### src/rtl/async_fifo_01_pkg.sv
// ---------------------------------------------------------------------------
// async_fifo_01_pkg
//   Shared types and helpers for the async_fifo_01 single-clock FIFO.
//   - occ_op_e : what happens to the occupancy counter in a given cycle.
//   - occ_op() : turns the two accepted-request strobes into an occ_op_e.
// ---------------------------------------------------------------------------
package async_fifo_01_pkg;

  typedef enum logic [1:0] {
    OCC_HOLD = 2'd0,  // neither request accepted, or both accepted
    OCC_INC  = 2'd1,  // write accepted on its own
    OCC_DEC  = 2'd2   // read accepted on its own
  } occ_op_e;

  function automatic occ_op_e occ_op(input logic wr_acc, input logic rd_acc);
    occ_op_e op;
    op = OCC_HOLD;
    if (wr_acc && !rd_acc) op = OCC_INC;
    if (rd_acc && !wr_acc) op = OCC_DEC;
    return op;
  endfunction

endpackage

### src/rtl/async_fifo_01_mem.sv
// ---------------------------------------------------------------------------
// async_fifo_01_mem
//   Simple dual-port RAM: one write port and one synchronous read port on
//   the same clock. The storage array is never cleared; only the read-data
//   register is reset.
// Ports:
//   clk        in   clock, rising edge
//   rst        in   synchronous active-high reset (read register only)
//   i_wr_en    in   write strobe
//   i_wr_addr  in   write address
//   i_wr_data  in   write data
//   i_rd_en    in   read strobe; o_rd_data holds while low
//   i_rd_addr  in   read address
//   o_rd_data  out  registered read data
// ---------------------------------------------------------------------------
module async_fifo_01_mem #(
  parameter int data_width = 8,
  parameter int addr_width = 6
) (
  input  logic                  clk,
  input  logic                  rst,
  input  logic                  i_wr_en,
  input  logic [addr_width-1:0] i_wr_addr,
  input  logic [data_width-1:0] i_wr_data,
  input  logic                  i_rd_en,
  input  logic [addr_width-1:0] i_rd_addr,
  output logic [data_width-1:0] o_rd_data
);

  logic [data_width-1:0] r_mem [2**addr_width];
  logic [data_width-1:0] r_rd_data;

  always_ff @(posedge clk) begin
    if (i_wr_en) begin
      r_mem[i_wr_addr] <= i_wr_data;
    end
  end

  always_ff @(posedge clk) begin
    if (rst) begin
      r_rd_data <= '0;
    end else if (i_rd_en) begin
      r_rd_data <= r_mem[i_rd_addr];
    end
  end

  assign o_rd_data = r_rd_data;

endmodule

### src/rtl/async_fifo_01.sv
// ---------------------------------------------------------------------------
// async_fifo_01
//   Single-clock FIFO with registered read data and almost-full /
//   almost-empty thresholds. All status flags decode the occupancy counter;
//   pointers are only used for addressing.
// Handshake: a write is taken on a rising edge when wr_en=1 and full=0; a
//   read is taken when rd_en=1 and empty=0. A refused request has no effect
//   and is not remembered. Read data appears on data_out one cycle after the
//   accepting edge and holds until the next accepted read.
// Ports:
//   clk           in   clock, rising edge
//   rst           in   synchronous active-high reset, wins over requests
//   wr_en         in   write request
//   data_in       in   write data
//   rd_en         in   read request
//   data_out      out  registered read data
//   full          out  occupancy == depth
//   empty         out  occupancy == 0
//   almost_full   out  occupancy >= almost_full_gap
//   almost_empty  out  occupancy <= almost_empty_gap
// ---------------------------------------------------------------------------
module async_fifo_01
  import async_fifo_01_pkg::*;
#(
  parameter int data_width       = 8,
  parameter int addr_width       = 6,
  parameter int depth            = 64,
  parameter int almost_full_gap  = 50,
  parameter int almost_empty_gap = 10
) (
  input  logic                  clk,
  input  logic                  rst,
  input  logic                  wr_en,
  input  logic [data_width-1:0] data_in,
  input  logic                  rd_en,
  output logic [data_width-1:0] data_out,
  output logic                  full,
  output logic                  empty,
  output logic                  almost_full,
  output logic                  almost_empty
);

  localparam int CW = addr_width + 1;
  localparam logic [CW-1:0]         DEPTH_C = CW'(depth);
  localparam logic [CW-1:0]         AF_C    = CW'(almost_full_gap);
  localparam logic [CW-1:0]         AE_C    = CW'(almost_empty_gap);
  localparam logic [CW-1:0]         CNT_ONE = CW'(1);
  localparam logic [addr_width-1:0] PTR_ONE = addr_width'(1);

  if (depth != 2 ** addr_width) begin : g_bad_depth
    $error("async_fifo_01: depth must equal 2**addr_width");
  end

  logic [addr_width-1:0] r_wr_ptr;
  logic [addr_width-1:0] r_rd_ptr;
  logic [CW-1:0]         r_count;
  logic                  w_wr_acc;
  logic                  w_rd_acc;
  occ_op_e               w_occ_op;

  // A write while full is refused even if a read frees a slot in the same
  // cycle; the read itself still proceeds.
  assign w_wr_acc = wr_en && !full;
  assign w_rd_acc = rd_en && !empty;
  assign w_occ_op = occ_op(w_wr_acc, w_rd_acc);

  always_ff @(posedge clk) begin
    if (rst) begin
      r_wr_ptr <= '0;
      r_rd_ptr <= '0;
      r_count  <= '0;
    end else begin
      if (w_wr_acc) r_wr_ptr <= r_wr_ptr + PTR_ONE;
      if (w_rd_acc) r_rd_ptr <= r_rd_ptr + PTR_ONE;
      case (w_occ_op)
        OCC_INC: r_count <= r_count + CNT_ONE;
        OCC_DEC: r_count <= r_count - CNT_ONE;
        default: r_count <= r_count;
      endcase
    end
  end

  assign full         = (r_count == DEPTH_C);
  assign empty        = (r_count == '0);
  assign almost_full  = (r_count >= AF_C);
  assign almost_empty = (r_count <= AE_C);

  // A simultaneous read uses the old rd_ptr; it can never hit the slot being
  // written because a read requires at least one stored word.
  async_fifo_01_mem #(
    .data_width (data_width),
    .addr_width (addr_width)
  ) u_mem (
    .clk       (clk),
    .rst       (rst),
    .i_wr_en   (w_wr_acc),
    .i_wr_addr (r_wr_ptr),
    .i_wr_data (data_in),
    .i_rd_en   (w_rd_acc),
    .i_rd_addr (r_rd_ptr),
    .o_rd_data (data_out)
  );

endmodule

### config.mk
export PLATFORM = sky130hd
export DESIGN_NAME = async_fifo_01
export DESIGN_NICKNAME = d
export VERILOG_FILES = /design/src/rtl/async_fifo_01_pkg.sv /design/src/rtl/async_fifo_01_mem.sv /design/src/rtl/async_fifo_01.sv
export SDC_FILE = /design/constraint.sdc
export NUM_CORES = 1
export LEC_CHECK = 0
export BUFFER_PORTS_ARGS = -buffer_cell sky130_fd_sc_hd__clkbuf_2
export CAP_MARGIN = 0
export CORE_MARGIN = 2
export CORE_UTILIZATION = 59
export DETAILED_ROUTE_END_ITERATION = 6
export HOLD_SLACK_MARGIN = 0.12
export PLACE_DENSITY = 0.75
export SYNTH_ARGS = -nofsm -noshare
export SYNTH_HDL_FRONTEND = slang
export SYNTH_SLANG_ARGS = --single-unit
### constraint.sdc
create_clock -name clk -period 3.7 [get_ports clk]
set_input_delay 0.37 -clock clk [delete_from_list [all_inputs] [get_ports clk]]
set_output_delay 0.37 -clock clk [all_outputs]
set_load 0.05 [all_outputs]
Yosys cells after proc, flatten, opt, wreduce, memory -nomap -nowiden --
Memories as Yosys holds them, arrays and structs flattened. A register that Yosys moved wholly into a read port is not among the register bits. Index checks and enable logic that the tools add are counted.
Operators by class: reduce and logical (&&, ||, !) cells 10, multiplexer cells 5, equality and inequality tests 3, add/sub/neg operators 4, magnitude comparators 2
Operator list (number):
- $pmux 7 s2 | 1
- $add 6x1->6 const B | 2
- $add 7x1->7 const B | 1
- $eq 7x7->1 const B | 1
- $ge 7x6->1 const B | 1
- $le 7x4->1 const B | 1
- $logic_not 7->1 | 1
- $sub 7x1->7 const B | 1
- $logic_and 1x1->1 | 4
- $logic_not 1->1 | 4
- $mux 1 | 3
- $eq 2x1->1 const B | 1
- $eq 2x2->1 const B | 1
- $mux 2 | 1
- $reduce_bool 2->1 | 1
Word-level totals: memories 1, input port bits 12, bits in registers 19, bits in writable memories 512, output and inout port bits 12, logic and storage cells 28
Memory list:
- u_mem.r_mem | depth 64, width 8, read ports 1, clocked after Yosys merged registers in 1, write ports 1, line async_fifo_01_mem.sv:30 | logic [data_width-1:0] r_mem [2**addr_width];

Logic depth before layout (Yosys ltp) --
Gate-level depths: netlist of the first run.
depth in word-level cells 9, mapped depth 13, depth with buffers taken out 12

By module --
A second synthesis of the first run with hierarchy kept.
Unflattened totals: cell total of the unflattened synthesis 1167, area, all modules 21344.2 µm²
Modules (own cells, without submodules):
- async_fifo_01_mem | instances 1, sequential area each 15534.9 µm², area an instance 20188.1 µm², cells each 1039
- async_fifo_01 | instances 1, sequential area each 380.4 µm², area an instance 1156.1 µm², cells each 128

Worst setup path before layout of the first run --
No wires, ideal clock.
path type register to register, from register r_count[0], to register r_count[6], data required time 3573 ps, slack 458 ps, path buffers 1, arrival 3115 ps, cell stages (with the launch flop) 14, clock period less this slack 3242 ps, cells stage by stage dfxtp_1 > nor4_1 > and3_1 > nor2b_1 > buf_2 > inv_1 > ha_1 > ha_1 > a21o_1 > a21o_1 > a211o_1 > o311ai_0 > xnor2_1 > nor2_1
RTL lines:
- from (decl) | line async_fifo_01.sv:56 | logic [CW-1:0] r_count;
- from (signal assigned) | line async_fifo_01.sv:76 | OCC_INC: r_count <= r_count + CNT_ONE;
- from (signal assigned) | line async_fifo_01.sv:77 | OCC_DEC: r_count <= r_count - CNT_ONE;
- from (signal assigned) | line async_fifo_01.sv:78 | default: r_count <= r_count;
- $eq 7x7->1 * | line async_fifo_01.sv:83 | assign full = (r_count == DEPTH_C);
- named net full | line async_fifo_01.sv:37 | output logic full,
- $logic_not 1->1 * | line async_fifo_01.sv:63 | assign w_wr_acc = wr_en && !full;
- $logic_and 1x1->1 * | line async_fifo_01.sv:63
- $logic_and 1x1->1 or $logic_not 1->1 (tied branches) | line async_fifo_01_pkg.sv:18, async_fifo_01_pkg.sv:19
- $mux 1 or $logic_and 1x1->1 (tied branches) | line async_fifo_01_pkg.sv:18, async_fifo_01_pkg.sv:19
- $mux 2 * | line async_fifo_01_pkg.sv:19 | if (rd_acc && !wr_acc) op = OCC_DEC;
- $eq 2x2->1 or $eq 2x1->1 (tied branches) | line async_fifo_01.sv:75 | case (w_occ_op)
- $pmux 7 s2 or $reduce_bool 2->1 (tied branches)
The timed path passes the listed nets; every way through them passes the cells marked *. A chain may end at the register's enable or synchronous reset.

Worst setup path after layout of the first run --
from register r_count[1], to memory u_mem.r_mem[2][4], enable pin
Between the ends: cells in the longest elaborated chain, start to end 5
RTL lines:
- $eq 7x7->1 | line async_fifo_01.sv:83
- $logic_not 1->1 | line async_fifo_01.sv:63
- $logic_and 1x1->1 | line async_fifo_01.sv:63
- $mux 1 | line async_fifo_01_mem.sv:34 | if (i_wr_en) begin
- $mux 1 (not written as such) | line async_fifo_01_mem.sv:35 | r_mem[i_wr_addr] <= i_wr_data;
- to (decl) | line async_fifo_01_mem.sv:30
No other way between the ends.

==> results.py, run 1 <==
metrics = {
    "global_routing": {
        "grt_pass1_vias": 10920,
        "overflow": 0,
        "antenna_found_initial": 0,
        "grt_max_degree": 64,
        "grt_pass1_wl_um": 68630,
        "grt_use_total": 0.2450,
    },
    "timing": {
        "finClkSkew_ns": 0.01731,
        "finalHoldViolations": 0,
        "min_period_ns": 3.157,
        "slew_viol_final": 0,
        "slew_headroom": 0.2555,
        "period_share": 0.8533,
        "tns_ns": 0,
        "worstMarginPinSlew_ns": 1.117,
        "timing.fmax_ghz": 0.3167,
        "setup_viol": 0,
        "grt_setup_unrepaired": "no",
    },
    "setup_path": {
        "worst-path-buf-inv": 1,
        "crit_top_cell": "nor2_1",
        "critPathMaxFanout": 8,
        "crit_family": "simple AND/OR/NAND/NOR gates",
        "cpPeakStageDelay_ns": 0.88,
        "worstPathArrival_ns": 3.35,
        "cpMaxStageDelayCell": "nor2_1",
        "crit_path_end_kind": "flip-flop",
        "worstPathCellList": "nor4_1 > and3_1 > nor2b_1 > inv_1 > nor2_1 > nand3b_1 > nor2_1",
        "path_class": "reg2reg",
        "cp-start-kind": "flip-flop",
        "required_ns": 3.89,
    },
    "finish": {
        "final_util": 0.6669,
        "nFillCells": 2310,
        "syn_to_final_growth_pct": 11.13,
        "nNetsFinal": 1215,
        "final_common_cell": "edfxtp_1",
        "final_cell_mix": "edfxtp_1 (512), nor2_1 (90), mux4_2 (89)",
        "antenna_cells": 0,
        "drive_gt1_frac": 0.2146,
    },
    "logic_synthesis": {
        "synth_flop_cell": "edfxtp_1",
        "synthCells": 1137,
        "synth_edf_count": 512,
        "async_flop_share": 0,
        "yosysSeqAreaShare": 0.7456,
        "ys_types": 53,
        "synthesis.nets": 1158,
        "syn_avg_cell_area_um2": 18.77,
        "syn_area_um2": 21350,
        "ys_ff_latch": 539,
        "yosys_warnings": 0,
    },
    "clocking": {
        "holdBufCountCts": 0,
        "cts_resized": 0,
        "cts.sinks": 539,
        "clk_latency_ns": 0.57,
        "clk_pin_slew_ns": 0.07,
        "htree_levels": 2,
        "cts_setup_buffers": 0,
        "cts-buffers-inserted": 52,
        "cts_tree": "built",
        "cts_buffer_depth": 3,
        "cts-root-buf": "clkbuf_16",
    },
    "floorplan": {
        "die_h_um": 194.2,
        "io_pins": 24,
        "fp.coreArea_um2": 35570,
        "start_util": 0.6001,
        "die_w_um": 194.2,
        "num_rows": 69,
        "die_area_um2": 37720,
    },
    "routing": {
        "drtIter0Drc": 1248,
        "drc": 0,
        "vias": 10930,
        "drt_wl_total_um": 45530,
        "wl_per_cell_um": 26.84,
        "drt-pass1-iter-count": 5,
        "drtAntennaViolNets": 0,
        "vias_per_cell": 6.445,
    },
    "hold_path": {
        "hp-class": "in2reg",
    },
    "pwr": {
        "p_per_area_nw_per_um2": 638.2,
        "ir_worst_vdd_v": 0.0004980,
        "leakage_nw": 7.446,
    },
    "placed_design": {
        "port_buffers": 23,
        "gp_congestion": 0.8511,
        "dpl.hpwl_um": 27450,
    },
    "run_status": {
        "outcome": "finished, final reports clean",
    },
    "job": {
        "maxCapViolations": 0,
    },
}
==> cells in the mapped netlist, drive strengths merged, types with 3 or more instances <==
library cell | number | area share
clkbuf | 32 | 0.0057
inv | 3 | 0.00053
o22ai | 20 | 0.0059
mux2i | 80 | 0.038
nand2 | 35 | 0.0062
dfxtp | 27 | 0.025
a22oi | 8 | 0.0028
a21o | 7 | 0.0025
nor2 | 90 | 0.016
nor3 | 3 | 0.00070
o21bai | 8 | 0.0028
a211oi | 13 | 0.0046
edfxtp | 512 | 0.72
nand3 | 13 | 0.0030
mux2 | 24 | 0.013
o21ai | 25 | 0.0059
o311ai | 8 | 0.0033
a21oi | 30 | 0.0070
buf | 34 | 0.013
nand3b | 6 | 0.0021
nand4 | 4 | 0.0015
o31ai | 3 | 0.0011
xnor2 | 6 | 0.0025
ha | 8 | 0.0047
nor2b | 4 | 0.0012
a32oi | 7 | 0.0029
xor2 | 7 | 0.0029
mux4 | 89 | 0.094
o221ai | 11 | 0.0045
==> stage by stage <==
| stage | power (mW) | cells | setup WS (ns) | cell area [µm²] | hold WS (ns) |
|---|---|---|---|---|---|
| finish | 15.14 | 1696 | 0.5429 | 23720 | 0.3449 |
| global route | 15.65 | 1696 | 0.3700 | 23720 | 0.3589 |
| global placement | 10.01 | 1601 | 0.6999 | 22050 | 0.4967 |
| detailed placement | 10.06 | 1601 | 0.6448 | 22050 | 0.5068 |
| CTS | 15.21 | 1696 | 0.6191 | 23720 | 0.3238 |
| floorplan | 9.360 | 1137 | 0.4583 | 21350 | 0.4689 |
==> state kept, by name (all words and copies together), names as in the netlist <==
register and flops:
r_wr_ptr 6, u_mem.r_mem 512, r_rd_ptr 6, u_mem.o_rd_data 8, r_count 7
==> cell families after synthesis <==
group	count (synthesis)	synth area share
adder cells (fa/ha/maj)	9	0.005627
buffers and inverters	70	0.01940
AND/OR/NAND/NOR	170	0.03570
flip-flops	539	0.7456
multiplexers	193	0.1441
AO/OA/AOI/OAI	143	0.04426
XOR/XNOR	13	0.005334
==> power by group <==
| part | leakage, nW | switching [mW] | internal (mW) |
|---|---|---|---|
| clock network | 0.814 | 2.19 | 3.02 |
| registers | 4.83 | 0.211 | 6.80 |
| logic | 1.80 | 1.65 | 1.28 |
| total | 7.45 | 4.05 | 11.1 |
==> per-layer routing <==
metal  track usage  part of all wire
met4       0.07716             0.026
met1        0.3611              0.42
met5             0                 0
met3       0.05723             0.095
met2        0.3694              0.46
==> cell type report <==
cell class,count,area [µm²],area share
flip-flops and latches,539,15930,0.6714
multi-input cells,528,5019,0.2116
clock buffers,57,1341,0.05654
well taps,461,576.8,0.02432
repair buffers,69,510.5,0.02152
clock inverters,38,332.8,0.01403
inverters,4,15.01,0.0006329
==> worst paths after layout <==
| kind | startpoint | endpoint | slack [ns] | depth (start not counted) |
|---|---|---|---|---|
| worst max register to register | r_count[1] | u_mem.r_mem[2][4] | 0.54 | 7 |
| worst min register to register | u_mem.o_rd_data[1] | u_mem.o_rd_data[1] | 0.52 | 2 |
| worst max-delay path | r_count[1] | u_mem.r_mem[2][4] | 0.54 | 7 |
| worst min-delay path | rst | r_rd_ptr[0] | 0.34 | 2 |
No activity file was read; power rests on OpenSTA's default activity.
==> run 2, diff against run 1 <==
--- a/config.mk
+++ b/config.mk
@@ -7,7 +7,7 @@
 export LEC_CHECK = 0
 export BUFFER_PORTS_ARGS = -buffer_cell sky130_fd_sc_hd__clkbuf_2
 export CAP_MARGIN = 0
-export CORE_MARGIN = 2
+export CORE_MARGIN = 4
 export CORE_UTILIZATION = 59
 export DETAILED_ROUTE_END_ITERATION = 6
 export HOLD_SLACK_MARGIN = 0.12
==> run 2 against run 1 <==
Effect of this change:
- cell count is 0.65% higher
- sequential cell count is the same
- sequential power is essentially flat
- fmax grew 0.48%
- critical path type unchanged
==> results.py, run 2 (synthesis gave the netlist of run 1 again) <==
metrics = {
    "run_status": {
        "outcome": "finished, final reports clean",
    },
    "global_routing": {
        "grt_max_degree": 53,
        "grt_pass1_vias": 10910,
        "grt_pass1_wl_um": 69390,
        "grt_use_total": 0.2382,
        "overflow": 0,
        "antenna_found_initial": 0,
    },
    "timing": {
        "setup_viol": 0,
        "finClkSkew_ns": 0.02640,
        "slew_viol_final": 0,
        "fin_hold_ws_ns": 0.2819,
        "period_share": 0.8492,
        "slew_headroom": 0.1668,
        "finalHoldViolations": 0,
        "timing.fmax_ghz": 0.3183,
        "min_period_ns": 3.142,
        "grt_setup_unrepaired": "no",
        "worstMarginPinSlew_ns": 1.250,
        "tns_ns": 0,
    },
    "floorplan": {
        "die_area_um2": 39290,
        "start_util": 0.5987,
        "io_pins": 24,
        "die_w_um": 198.2,
        "fp.coreArea_um2": 35660,
        "num_rows": 69,
        "die_h_um": 198.2,
    },
    "hold_path": {
        "hp-start": "rst",
        "hold_depth": 2,
        "hp-class": "in2reg",
        "whs_endpoint": "r_rd_ptr[5]",
    },
    "finish": {
        "final_util": 0.6704,
        "antenna_cells": 0,
        "drive_gt1_frac": 0.2247,
        "final_common_cell": "edfxtp_1",
        "nNetsFinal": 1223,
        "syn_to_final_growth_pct": 11.99,
        "regMostFlops": "u_mem.r_mem",
        "final_cell_mix": "edfxtp_1 (512), nor2_1 (90), mux4_2 (89)",
        "largest_reg_flops": 512,
    },
    "setup_path": {
        "crit_path_end_kind": "flip-flop",
        "cp-start-kind": "flip-flop",
        "worstPathArrival_ns": 3.35,
        "critPathMaxFanout": 8,
        "timing.rr.start": "r_count[1]",
        "timing.rr.end": "u_mem.r_mem[54][0]",
        "required_ns": 3.90,
        "ff2ff_path_depth": 6,
        "path_class": "reg2reg",
        "r2r_slack_ns": 0.56,
    },
    "routing": {
        "drt_wl_total_um": 45740,
        "drc": 0,
        "vias": 10960,
        "drtAntennaViolNets": 0,
        "wl_per_cell_um": 26.79,
        "drtIter0Drc": 1276,
        "vias_per_cell": 6.422,
        "drt-pass1-iter-count": 5,
    },
    "pwr": {
        "ir_worst_vdd_v": 0.0005145,
        "leakage_nw": 7.561,
        "finalPower_mw": 15.52,
        "p_per_area_nw_per_um2": 649.2,
    },
    "clocking": {
        "cts_setup_buffers": 0,
        "clk_pin_slew_ns": 0.06,
        "cts.sinks": 539,
        "holdBufCountCts": 0,
        "cts_buffer_depth": 3,
        "cts_resized": 0,
        "htree_levels": 2,
        "clk_latency_ns": 0.59,
        "cts-buffers-inserted": 52,
        "cts-root-buf": "clkbuf_16",
        "cts_tree": "built",
    },
    "job": {
        "maxCapViolations": 0,
    },
    "placed_design": {
        "port_buffers": 23,
        "dpl.hpwl_um": 27750,
        "gp_congestion": 0.8983,
    },
}
-- run 2: changes by cell type in the layout (fill, tap and decap cells not counted), moves of 2 or more --
cell,before,now
clkinv_4,0,3
inv_16,0,2
buf_12,4,2
clkinvlp_4,4,2
clkbuf_1,4,10
clkinv_1,18,8
buf_4,42,52
bufinv_16,6,9
-- run 2: worst max path at each step --
| stage | start | end | slack, ns | cells after the start |
|---|---|---|---|---|
| after floorplan | r_count[0] | r_count[6] | 0.46 | 13 |
| after global placement | r_count[0] | r_count[6] | 0.70 | 12 |
| after detailed placement | r_count[0] | r_count[6] | 0.60 | 12 |
| after CTS | r_count[0] | r_count[6] | 0.58 | 12 |
| after global routing | r_count[0] | r_count[6] | 0.36 | 12 |
| final | r_count[1] | u_mem.r_mem[54][0] | 0.56 | 6 |
-- run 2: worst max-delay path: stages, from the launching register on --
cell      delay (ns)
dfxtp_1         0.44
nor4_1          0.11
and3_1          0.19
nor2b_1         0.17
buf_4           0.19
nand4b_1        0.74
nor2_1          0.89
-- run 2: power by group --
| part | switching, mW | internal (mW) | leakage, nW | total [mW] |
|---|---|---|---|---|
| registers | 0.183 | 6.80 | 4.83 | 6.98 |
| clock network | 2.27 | 3.31 | 0.889 | 5.58 |
| logic | 1.70 | 1.26 | 1.84 | 2.96 |
| total | 4.16 | 11.4 | 7.56 | 15.5 |
-- run 2: per-layer routing --
layer	vias to the layer above	wire length [µm]	global-route usage
met3	90	3777	0.03982
met4	0	1379	0.07702
met1	5613	18780	0.3543
met5	-	0	0
li1	4736	-	-
met2	524	21800	0.3695
-- run 2: area by class of cell --
type | count | area [µm²]
multi-input cells | 528 | 5019
fillers | 2253 | 11750
inverters | 4 | 15.01
clock inverters | 34 | 444.2
flip-flops and latches | 539 | 15930
clock buffers | 64 | 1378
repair buffers | 77 | 545.5
well taps | 461 | 576.8
-- run 2: stage by stage --
stage | worst slack [ns] | instances | area [µm²]
5_1_grt | 0.3565 | 1707 | 23900
3_5_place_dp | 0.6038 | 1609 | 22080
3_3_place_gp | 0.6962 | 1609 | 22080
2_1_floorplan | 0.4583 | 1137 | 21350
4_1_cts | 0.5815 | 1707 | 23900
6_report | 0.5579 | 1707 | 23900
==> run 3, diff against run 2 <==
--- a/config.mk
+++ b/config.mk
@@ -5,6 +5,7 @@
 export SDC_FILE = /design/constraint.sdc
 export NUM_CORES = 1
 export LEC_CHECK = 0
+export ABC_AREA = 1
 export BUFFER_PORTS_ARGS = -buffer_cell sky130_fd_sc_hd__clkbuf_2
 export CAP_MARGIN = 0
 export CORE_MARGIN = 4
==> constraint.sdc (replaced) <==
create_clock -name clk -period 2.9 [get_ports clk]
set_input_delay 0.29 -clock clk [delete_from_list [all_inputs] [get_ports clk]]
set_output_delay 0.29 -clock clk [all_outputs]
set_load 0.05 [all_outputs]
==> run 3 against run 2 <==
Effect of this change:
- clock power rose by 37%
- sequential share of layout area shrank 5.6 points
- final area increased by 9.1%
- non-clock buffer count is 49 higher
- cell count up 65%
- largest cell class unchanged
==> results.py, run 3 <==
metrics = {
    "pwr": {
        "pwr-share-comb": 0.205,
        "p_int_mw": 14.56,
        "clockPowerShare": 0.369,
        "switching_share": 0.2951,
        "leakage_nw": 10.36,
        "ir_worst_vdd_v": 0.0008162,
        "p_per_area_nw_per_um2": 792.3,
        "seqPwrFrac": 0.426,
        "power.switching_mw": 6.097,
    },
    "finish": {
        "largest_reg_flops": 512,
        "drive_gt1_frac": 0.09544,
        "final_cell_mix": "nand2_1 (663), edfxtp_1 (512), nand3_1 (290)",
        "final_util": 0.6874,
        "syn_to_final_growth_pct": 14.06,
        "final_common_cell": "nand2_1",
        "regMostFlops": "u_mem.r_mem",
        "antenna_cells": 0,
        "nNetsFinal": 2282,
    },
    "job": {
        "maxCapViolations": 0,
    },
    "clocking": {
        "clk_latency_ns": 0.60,
        "cts_buffer_depth": 3,
        "cts_setup_buffers": 0,
        "cts-buffers-inserted": 53,
        "clk_pin_slew_ns": 0.06,
        "cts_tree": "built",
        "htree_levels": 2,
        "cts-root-buf": "clkbuf_16",
        "cts.sinks": 539,
    },
    "timing": {
        "finClkSkew_ns": 0.01751,
        "worstMarginPinSlew_ns": 0.9547,
        "min_period_ns": 2.545,
        "grt_setup_unrepaired": "no",
        "setup_viol": 0,
        "timing.fmax_ghz": 0.3929,
        "finalHoldViolations": 0,
        "slew_viol_final": 0,
        "fin_hold_ws_ns": 0.2159,
        "slew_headroom": 0.3635,
        "setup_ws_ns": 0.3548,
        "tns_ns": 0,
        "period_share": 0.8777,
    },
    "logic_synthesis": {
        "yosysMostFrequentCell": "nand2_1",
        "syn_area_um2": 22860,
        "yosys_warnings": 0,
        "synth_area_leaders": "edfxtp_1 (67%), nand2_1 (11%), nand3_1 (6.3%), nor2_1 (3.8%), inv_1 (3.3%)",
        "yosysSeqAreaShare": 0.6962,
        "async_flop_share": 0,
        "synthCells": 2189,
        "synth_commonest_cells": "nand2_1 (663), edfxtp_1 (512), nand3_1 (290), nor2_1 (234), inv_1 (198)",
        "synth_top_area_frac": 0.6725,
        "ys_types": 27,
        "ys_ff_latch": 539,
        "synth_edf_count": 512,
        "yosys.area.top_type": "edfxtp_1",
        "synth_flop_cell": "edfxtp_1",
        "syn_avg_cell_area_um2": 10.44,
        "synthesis.nets": 2210,
    },
    "floorplan": {
        "fp.coreArea_um2": 37930,
        "num_rows": 71,
        "die_h_um": 204.8,
        "die_w_um": 204.8,
        "io_pins": 24,
        "start_util": 0.6027,
        "die_area_um2": 41960,
    },
    "routing": {
        "drc": 0,
        "drt_wl_total_um": 57610,
        "wl_per_cell_um": 20.46,
        "vias_per_cell": 5.781,
        "drt-pass1-iter-count": 6,
        "drtAntennaViolNets": 0,
        "vias": 16280,
        "drtIter0Drc": 1863,
    },
    "setup_path": {
        "r2r_slack_ns": 0.35,
        "timing.rr.end": "u_mem.r_mem[31][0]",
        "worstPathCellList": "inv_1 > nand3_1 > nor2_1 > nand2_1 > nor2_1 > nor2_2 > nand2_1 > nor2_1",
        "critPathMaxFanout": 8,
        "cpMaxStageDelayCell": "nor2_1",
        "cp-start-kind": "flip-flop",
        "crit_path_end_kind": "flip-flop",
        "ff2ff_path_depth": 8,
        "worstPathArrival_ns": 2.76,
        "cpPeakStageDelay_ns": 0.71,
        "crit_top_cell": "nor2_1",
        "required_ns": 3.12,
        "path_class": "reg2reg",
        "timing.rr.start": "r_count[1]",
    },
    "hold_path": {
        "hp-start": "rst",
        "hp-class": "in2reg",
        "hold_depth": 2,
        "whs_endpoint": "r_wr_ptr[3]",
    },
    "placed_design": {
        "port_buffers": 23,
        "dpl.hpwl_um": 34270,
        "pre_cts_slack_ns": 0.1775,
        "gp_congestion": 0.9073,
    },
    "global_routing": {
        "grt_pass1_wl_um": 89090,
        "grt_pass1_vias": 16020,
        "grt_use_total": 0.2775,
        "overflow": 0,
        "antenna_found_initial": 0,
        "grt_max_degree": 139,
    },
    "run_status": {
        "outcome": "finished, final reports clean",
    },
}
run 3: layer usage:
| layer | GRT usage | wire (µm) | vias to the layer above |
|---|---|---|---|
| met5 | 0 | 0 | - |
| met4 | 0.1053 | 1940 | 0 |
| met3 | 0.04306 | 5707 | 149 |
| met2 | 0.4530 | 27910 | 878 |
| met1 | 0.3822 | 22060 | 7817 |
| li1 | - | - | 7435 |
run 3: cell families after synthesis:
kind of cell	count (synthesis)	share of synthesized area
simple gates	1200	0.2141
compound gates	124	0.02742
flops	539	0.6962
buf+inv	314	0.05588
xor+xnor	3	0.001150
fa+ha+maj	9	0.005254
run 3: worst max-delay path by stage:
stage | to | slack (ns) | startpoint | cells after the start
4_1_cts | r_count[5] | 0.15 | r_count[1] | 16
2_1_floorplan | r_count[5] | 0.30 | r_count[1] | 18
3_5_place_dp | r_count[5] | 0.18 | r_count[1] | 16
6_report | u_mem.r_mem[31][0] | 0.35 | r_count[1] | 8
3_3_place_gp | r_count[5] | 0.17 | r_count[1] | 16
5_1_grt | r_count[6] | 0.05 | r_count[1] | 17
run 3: power by group through the flow:
stage | logic (mW) | registers (mW) | clock network [mW]
after floorplan | 2.78 | 9.01 | 0
after global placement | 4.04 | 8.95 | 0
after detailed placement | 4.12 | 8.95 | 0
after CTS | 4.17 | 8.79 | 7.68
after global routing | 4.67 | 8.81 | 8.02
final | 4.24 | 8.80 | 7.62
run 3: what timing repair did:
| action | 4_1_cts | 5_1_grt |
|---|---|---|
| endpoints found under the setup margin | 0 | 3 |
| hold endpoints to repair | 3 | 0 |
| resized for setup | 0 | 3 |
| hold buffers | 2 | 0 |
run 3: critical path, delay by kind of cell, from the launching register on:
family                 cells  cell delay (ns)
and+or+nand+nor            7             1.73
DFF                        1             0.37
buffers and inverters      1             0.09
run 3: final cells by class:
class / count / area (µm²)
clock buffer: 64 / 1450
clock inverter: 35 / 509.2
fill: 2726 / 11860
inverter: 205 / 775.7
multi-input combinational: 1336 / 5684
sequential: 539 / 15920
tap: 511 / 639.4
timing repair buffer: 126 / 1094
run 3: stage by stage:
stage               power [mW]  cell area, µm²  std cells
CTS                      20.64           26060       2816
global placement         12.99           24080       2715
detailed placement       13.08           24080       2715
finish                   20.66           26080       2816
floorplan                11.78           22860       2189
global route             21.50           26080       2816
